File: src/rtl/fpdiv_scoreboard.sv
// ---------------------------------------------------------------------------
// fpdiv_scoreboard
//   Self-checking scoreboard for the floating-point divider flow. Expected
//   vectors {N, D, Q, RM} are queued in order. Each DUT result is compared
//   against the oldest queued vector. Saturating pass/fail counters are kept,
//   and the details of the most recent mismatch are captured.
//
//   Optional feature macro: NAN_EQUIV_EN
//     defined   -> any NaN result matches any NaN expectation. Sign and
//                  payload are ignored.
//     undefined -> strict bitwise equality on all FLEN bits.
//
// Parameters
//   FLEN          operand/result width (16, 32 or 64)
//   DEPTH         expected-vector FIFO depth (power of 2, >= 2)
//   CNT_W         pass/fail counter width
//   HALT_ON_FAIL  1: refuse new vectors after the first mismatch
//
// Ports
//   clk, reset                  clock, synchronous active-low reset
//   exp_valid/exp_ready         expected-vector handshake
//   exp_n/exp_d/exp_q/exp_rm    expected vector fields
//   res_valid/res_q             DUT result (one pulse per result)
//   pass_cnt/fail_cnt           saturating match/mismatch counters
//   err_valid                   one-cycle pulse after a mismatch
//   err_n/err_d/err_exp/err_got/err_rm  last mismatch details
//   underflow                   sticky: a result arrived with the FIFO empty
//   level                       FIFO occupancy
//   halted                      FSM is in HALT
// ---------------------------------------------------------------------------
module fpdiv_scoreboard #(
  parameter int FLEN         = 32,
  parameter int DEPTH        = 8,
  parameter int CNT_W        = 16,
  parameter int HALT_ON_FAIL = 0
) (
  input  logic                     clk,
  input  logic                     reset,
  input  logic                     exp_valid,
  output logic                     exp_ready,
  input  logic [FLEN-1:0]          exp_n,
  input  logic [FLEN-1:0]          exp_d,
  input  logic [FLEN-1:0]          exp_q,
  input  logic [1:0]               exp_rm,
  input  logic                     res_valid,
  input  logic [FLEN-1:0]          res_q,
  output logic [CNT_W-1:0]         pass_cnt,
  output logic [CNT_W-1:0]         fail_cnt,
  output logic                     err_valid,
  output logic [FLEN-1:0]          err_n,
  output logic [FLEN-1:0]          err_d,
  output logic [FLEN-1:0]          err_exp,
  output logic [FLEN-1:0]          err_got,
  output logic [1:0]               err_rm,
  output logic                     underflow,
  output logic [$clog2(DEPTH):0]   level,
  output logic                     halted
);

  localparam int PW = $clog2(DEPTH);
  localparam int LW = PW + 1;
  localparam int EW = 3 * FLEN + 2;

  typedef enum logic {ST_RUN, ST_HALT} state_t;

  // Entry layout: {n, d, q, rm}
  logic [EW-1:0]    mem_q [DEPTH];
  logic [PW-1:0]    wr_ptr_q, wr_ptr_d, rd_ptr_q, rd_ptr_d;
  logic [LW-1:0]    level_q, level_d;
  logic [CNT_W-1:0] pass_q, pass_d, fail_q, fail_d;
  logic             err_valid_q, err_valid_d;
  logic [FLEN-1:0]  err_n_q, err_n_d, err_d_q, err_d_d;
  logic [FLEN-1:0]  err_exp_q, err_exp_d, err_got_q, err_got_d;
  logic [1:0]       err_rm_q, err_rm_d;
  logic             underflow_q, underflow_d;
  state_t           state_q, state_d;

  logic             full, empty, push, pop, match, mismatch;
  logic [EW-1:0]    head;
  logic [FLEN-1:0]  head_n, head_d, head_q;
  logic [1:0]       head_rm;

`ifdef NAN_EQUIV_EN
  localparam int EXP_W  = (FLEN == 16) ? 5 : ((FLEN == 64) ? 11 : 8);
  localparam int FRAC_W = FLEN - 1 - EXP_W;

  function automatic logic is_nan(input logic [FLEN-1:0] x);
    return (&x[FLEN-2 -: EXP_W]) && (|x[FRAC_W-1:0]);
  endfunction
`endif

  always_comb begin
    full      = (level_q == LW'(DEPTH));
    empty     = (level_q == '0);
    exp_ready = !full && (state_q == ST_RUN);
    push      = exp_valid && exp_ready;
    pop       = res_valid && !empty;

    head    = mem_q[rd_ptr_q];
    head_n  = head[3*FLEN+1 -: FLEN];
    head_d  = head[2*FLEN+1 -: FLEN];
    head_q  = head[FLEN+1 -: FLEN];
    head_rm = head[1:0];

`ifdef NAN_EQUIV_EN
    match = (head_q == res_q) || (is_nan(head_q) && is_nan(res_q));
`else
    match = (head_q == res_q);
`endif
    mismatch = pop && !match;

    // Pointers are PW bits wide, so they wrap modulo DEPTH on their own.
    wr_ptr_d = push ? wr_ptr_q + PW'(1) : wr_ptr_q;
    rd_ptr_d = pop  ? rd_ptr_q + PW'(1) : rd_ptr_q;

    level_d = level_q;
    case ({push, pop})
      2'b10:   level_d = level_q + LW'(1);
      2'b01:   level_d = level_q - LW'(1);
      default: level_d = level_q;
    endcase

    // Counters hold at all-ones instead of wrapping.
    pass_d = pass_q;
    if (pop && match && (pass_q != '1)) pass_d = pass_q + CNT_W'(1);
    fail_d = fail_q;
    if (mismatch && (fail_q != '1)) fail_d = fail_q + CNT_W'(1);

    err_valid_d = mismatch;
    err_n_d     = err_n_q;
    err_d_d     = err_d_q;
    err_exp_d   = err_exp_q;
    err_got_d   = err_got_q;
    err_rm_d    = err_rm_q;
    if (mismatch) begin
      err_n_d   = head_n;
      err_d_d   = head_d;
      err_exp_d = head_q;
      err_got_d = res_q;
      err_rm_d  = head_rm;
    end

    underflow_d = underflow_q || (res_valid && empty);

    state_d = state_q;
    if (mismatch && (HALT_ON_FAIL != 0)) state_d = ST_HALT;
  end

  // FIFO storage carries no reset; occupancy is tracked by level_q alone.
  always_ff @(posedge clk) begin
    if (push) mem_q[wr_ptr_q] <= {exp_n, exp_d, exp_q, exp_rm};
  end

  always_ff @(posedge clk) begin
    if (!reset) begin
      wr_ptr_q    <= '0;
      rd_ptr_q    <= '0;
      level_q     <= '0;
      pass_q      <= '0;
      fail_q      <= '0;
      err_valid_q <= 1'b0;
      err_n_q     <= '0;
      err_d_q     <= '0;
      err_exp_q   <= '0;
      err_got_q   <= '0;
      err_rm_q    <= '0;
      underflow_q <= 1'b0;
      state_q     <= ST_RUN;
    end else begin
      wr_ptr_q    <= wr_ptr_d;
      rd_ptr_q    <= rd_ptr_d;
      level_q     <= level_d;
      pass_q      <= pass_d;
      fail_q      <= fail_d;
      err_valid_q <= err_valid_d;
      err_n_q     <= err_n_d;
      err_d_q     <= err_d_d;
      err_exp_q   <= err_exp_d;
      err_got_q   <= err_got_d;
      err_rm_q    <= err_rm_d;
      underflow_q <= underflow_d;
      state_q     <= state_d;
    end
  end

  assign pass_cnt  = pass_q;
  assign fail_cnt  = fail_q;
  assign err_valid = err_valid_q;
  assign err_n     = err_n_q;
  assign err_d     = err_d_q;
  assign err_exp   = err_exp_q;
  assign err_got   = err_got_q;
  assign err_rm    = err_rm_q;
  assign underflow = underflow_q;
  assign level     = level_q;
  assign halted    = (state_q == ST_HALT);

endmodule
File: config.mk
export PLATFORM = sky130hd
export DESIGN_NAME = fpdiv_scoreboard
export DESIGN_NICKNAME = d
export VERILOG_FILES = /design/src/rtl/fpdiv_scoreboard.sv
export SDC_FILE = /design/constraint.sdc
export NUM_CORES = 1
export LEC_CHECK = 0
export ABC_AREA = 1
export CAP_MARGIN = 20
export CORE_MARGIN = 5
export CORE_UTILIZATION = 55
export CTS_CLUSTER_DIAMETER = 40
export DETAILED_ROUTE_END_ITERATION = 8
export PLACE_DENSITY = 0.83
export SLEW_MARGIN = 20
export SYNTH_ARGS = -nofsm -noshare
export SYNTH_HDL_FRONTEND = slang
export SYNTH_SLANG_ARGS = --single-unit
File: constraint.sdc
create_clock -name clk -period 22.5 [get_ports clk]
set_input_delay 6.75 -clock clk [delete_from_list [all_inputs] [get_ports clk]]
set_output_delay 6.75 -clock clk [all_outputs]
set_load 0.02 [all_outputs]
---- Word level (Yosys, flattened, before mapping) ----
Memories as Yosys holds them, arrays and structs flattened. A register that Yosys moved wholly into a read port is not among the register bits.
Cells that the tools add are included.
word-level totals
  bits in registers ....................... 174
  bits in writable memories ............... 784
  input port bits ......................... 134
  output and inout port bits .............. 170
  word-level logic and storage cells ...... 43
  memories kept ........................... 1
memory list
  memory  words  width  rd ports  clocked after Yosys merged registers in  write ports  RTL line  source
  mem_q   8      98     1         1                                        1            67        logic [EW-1:0] mem_q [DEPTH];
cells by class
  add/subtract/negate cells ............... 6
  eq/ne operators ......................... 6
  multiplexer cells ....................... 5
  reductions and logical operators ........ 13
operators by type and width
  operator               count
  $add 16x1->16 const B  2
  $eq 32x32->1           1
  $ne 16x16->1 const B   2
  $pmux 4 s2             1
  $logic_and 1x1->1      7
  $add 3x1->3 const B    2
  $mux 3                 2
  $add 4x1->4 const B    1
  $eq 4x4->1 const B     1
  $logic_not 4->1        1
  $sub 4x1->4 const B    1
  $logic_not 1->1        3
  $eq 2x1->1 const B     1
  $eq 2x2->1 const B     1
  $mux 1                 2
  $reduce_bool 2->1      1
  $logic_or 1x1->1       1

---- Logic depth before layout (Yosys ltp) ----
  depth after elaboration ................. 5
  gate-level depth with buffers ........... 21
  mapped depth without buffers ............ 18

---- Worst setup path before layout ----
OpenSTA, ideal clock, no wires.
  path type ............................... input-to-reg
  start point ............................. input exp_valid
  end point ............................... memory mem_q[0][0] in the netlist's numbering, enable pin
  library setup time ...................... 0.556 ns
  arrival time ............................ 11.160 ns
  data required time ...................... 21.944 ns
  setup slack ............................. 10.785 ns
  stages .................................. 4
  buffers on the path ..................... 0
  cells stage by stage .................... nand2_1 > inv_1 > nand2_1 > nor2_1
between the ends
  longest elaborated chain between the ends .. 3
ends and longest elaborated chain
  element                       RTL line  source
  start, declared               39        input logic exp_valid,
  $logic_and 1x1->1             96        push = exp_valid && exp_ready;
  $mux 1                        151       if (push) mem_q[wr_ptr_q] <= {exp_n, exp_d, exp_q, exp_rm};
  $mux 1 (implied by the code)  151
  end, declared                 67
Every way passes these cells.

---- Worst setup path after layout ----
  start point ............................. input res_q[23]
  end point ............................... register err_got_q[18] (netlist: err_got[18])
between the ends
  longest elaborated chain between the ends .. 3
ends and longest elaborated chain
  element               RTL line  source
  start, declared       46        input logic [FLEN-1:0] res_q,
  $eq 32x32->1          108       match = (head_q == res_q);
  $logic_not 1->1       110       mismatch = pop && !match;
  $logic_and 1x1->1     110
  end signal, assigned  179       err_got_q <= err_got_d;
  end, declared         73        logic [FLEN-1:0] err_exp_q, err_exp_d, err_got_q, err_got_d;
Every way passes these cells.
A chain may end at the register's enable or synchronous reset.

==> results.json <==
{
  "highest_layer": "met5",
  "cts_buffers": 112,
  "synth-seq-cells": 961,
  "cts_resized": 0,
  "crit_fanout": 66,
  "clockRootBuffer": "clkbuf_16",
  "fill_cells": 5131,
  "ir_worst_vdd_v": 0.0001033,
  "post-route-cell-area_sq_um": 47020,
  "yosysMostFrequentCell": "nand2_1",
  "grtUsageTotal_pct": 25.77,
  "antenna_left": 0,
  "met2_length_mm": 50.61,
  "hold_viol": 0,
  "cts.sinks": 961,
  "ys_top_cells_by_area": "edfxtp_1, nand2_1, dfxtp_1",
  "core-area_sq_um": 71360,
  "drt_iter0_drc": 3401,
  "detailedRoute.firstPassIterationCount": 6,
  "cap_violations": 0,
  "io_pins": 304,
  "min_period_ns": 10.00,
  "total_power_mw": 5.618,
  "synth_edf_count": 784,
  "setup_tns_ns": 0,
  "num_rows": 98,
  "drc": 0,
  "grt_pass1_vias": 27510,
  "p_per_area_nw_per_um2": 119.5,
  "die_y_um": 277.8,
  "yosys-top-cells-count": "nand2_1, edfxtp_1, nor2_1",
  "crit_type": "in -> reg",
  "clock_latency_ns": 0.66,
  "antenna_found_initial": 17,
  "yosysTopAreaCell": "edfxtp_1",
  "grt_pass1_wl_mm": 156.3,
  "ctsHoldBuffers": 0,
  "clock_path_buffers": 3,
  "post-route-util_pct": 65.89,
  "skew_ns": 0.02748,
  "max_freq_ghz": 0.09999,
  "dpl.hpwl_mm": 57.86,
  "required_ns": 23.09,
  "cp.arrival_ns": 10.59,
  "finalSetupViolations": 0,
  "die-area_sq_um": 77190,
  "syn_inst": 3785,
  "start_util_pct": 55.29,
  "slowest_stage": "buf_4",
  "grt_max_degree": 234,
  "post_cts_buffers": 0,
  "p_leak_nw": 17.88,
  "drv_slew": 0,
  "yosysWarnings": 0,
  "post-route-period-util_pct": 44.45,
  "worst_pin_slew_ns": 1.265,
  "area_growth_pct": 19.17,
  "rsz0062_at_grt": "false",
  "end_kind": "register",
  "crit_chain": "clkdlybuf4s50_1 -> inv_1 -> nand3_1 -> nand2_1 -> inv_1 -> nand2_1 -> nor2_1 -> nand2_1 -> nor2_4 -> nand2_4 -> nand2_4 -> buf_4 -> o21ai_0 -> nor2_1",
  "chipWidth_um": 277.8,
  "hold_start": "underflow",
  "wirelength_mm": 103.6,
  "crit_top_cell": "nand2_1",
  "ys_seq_area_share_pct": 68.65,
  "wl_met3_mm": 10.64,
  "synthArstFlopShare_pct": 0,
  "synth.avg_cell_area_sq_um": 10.42,
  "slew_headroom_pct": 15.65,
  "h-tree-depth": 3,
  "dpl_cell_area_sq_um": 43070,
  "critPathLaunchType": "input pin",
  "synth_ff_type": "edfxtp_1",
  "synth_top_area_share_pct": 59.67,
  "critical_path.max_stage_delay_ns": 0.69,
  "wl_per_cell_um": 20.40,
  "syn-num-nets": 3927,
  "syn_area_sq_um": 39450,
  "clkSlewWorstSetupHoldPaths_ns": 0.06,
  "hp-class": "reg -> reg",
  "gr-total-overflow": 0,
  "wl_met1_mm": 39.60,
  "globalplace.congestion": 0.8886,
  "drive_above_1_share_pct": 5.807,
  "nets": 4160,
  "portBuffers": 302,
  "critPathLaunch": "res_q[23]",
  "status": "complete, no violations",
  "avgViaCountPerCell": 5.674,
  "synth.distinct_cells": 35,
  "num_vias": 28810,
  "cts_tree": "yes"
}
path summary, 6_finish.rpt:
check	endpoint	slack (ns)	cells after the start
setup / recovery	err_got[18]	12.50	14
setup reg to reg	err_got[18]	16.65	17
hold reg to reg	underflow	0.45	2
hold / removal	underflow	0.45	2
cell usage in the layout, fill, tap and decap left out, types with 3 or more instances in the layout:
master | netlist | final
a21oi_1 | 104 | 104
a32o_1 | 42 | 42
buf_4 | 7 | 31
bufinv_16 | 0 | 16
clkbuf_1 | 137 | 24
clkbuf_16 | 0 | 116
clkbuf_8 | 0 | 3
clkdlybuf4s50_1 | 0 | 301
clkinv_1 | 0 | 6
clkinv_2 | 0 | 14
clkinv_4 | 0 | 7
clkinvlp_4 | 0 | 8
dfxtp_1 | 177 | 174
dfxtp_4 | 0 | 3
diode_2 | 0 | 11
edfxtp_1 | 784 | 784
ha_1 | 7 | 7
inv_1 | 300 | 299
inv_4 | 0 | 3
inv_6 | 0 | 10
inv_8 | 0 | 5
nand2_1 | 985 | 985
nand3_1 | 218 | 218
nand3b_1 | 9 | 9
nand4_1 | 44 | 44
nor2_1 | 482 | 474
nor2_4 | 2 | 11
nor3_1 | 12 | 12
o21ai_0 | 281 | 281
o21ai_1 | 15 | 15
o221ai_1 | 24 | 24
o22ai_1 | 66 | 66
cells by family (layout without fill, tap and decap cells):
family                   after synthesis  count (layout)  share of synthesized area (%)
AND/OR/NAND/NOR                     1761            1761                          17.98
flip-flops                           961             961                          68.65
buffers and inverters                519             850                          5.306
XOR/XNOR                               2               2                        0.04441
AO/OA/AOI/OAI                        533             533                          7.738
other                                  1              12                       0.009505
adder cells (fa/ha/maj)                8               8                         0.2727
through the flow:
stage	cells	hold slack [ns]	setup WS, ns
finish	5077	0.4510	12.50
floorplan	3785	0.4334	10.78
global route	5072	0.4759	12.24
CTS	5066	0.4568	12.62
global placement	4854	0.4403	12.06
detailed placement	4854	0.4461	11.97
flip-flops by register name, summed over array words and instances, names as in the netlist, named ones only:
| name | cells |
|---|---|
| err_d | 32 |
| err_exp | 32 |
| err_got | 32 |
| err_n | 32 |
| err_rm | 2 |
| err_valid | 1 |
| fail_cnt | 16 |
| level | 4 |
| mem_q | 784 |
| pass_cnt | 16 |
| rd_ptr_q | 3 |
| underflow | 1 |
| wr_ptr_q | 3 |
power by group:
part	total (mW)	switching, mW	internal (mW)	leakage [nW]
combinational	1.56	1.05	0.509	7.41
sequential	2.18	0.0929	2.09	8.57
clock	1.88	0.728	1.15	1.90
total	5.62	1.87	3.75	17.9
worst max-delay path: cells and delay by family:
kind                   cells  cell delay (ns)
buffers and inverters      4             1.43
AO/OA/AOI/OAI              1             0.19
AND/OR/NAND/NOR            9             2.09
layout make-up:
type                            count  area [sq um]  area share [%]
Sequential cell                   961         27100           57.63
Clock buffer                      143          3034           6.453
Clock inverter                     69         883.3           1.879
Tap cell                          950          1189           2.528
Multi-Input combinational cell   2305         10350           22.00
Inverter                          304          1156           2.459
Antenna cell                       11         27.53         0.05854
Timing Repair Buffer              334          3286           6.988
layer usage:
| layer | GRT usage (%) | vias to the layer above |
|---|---|---|
| li1 | - | 13350 |
| met1 | 33.46 | 13750 |
| met4 | 8.330 | 12 |
| met3 | 5.866 | 206 |
| met5 | 0 | - |
| met2 | 43.50 | 1493 |
(Power assumes the default switching activity.)
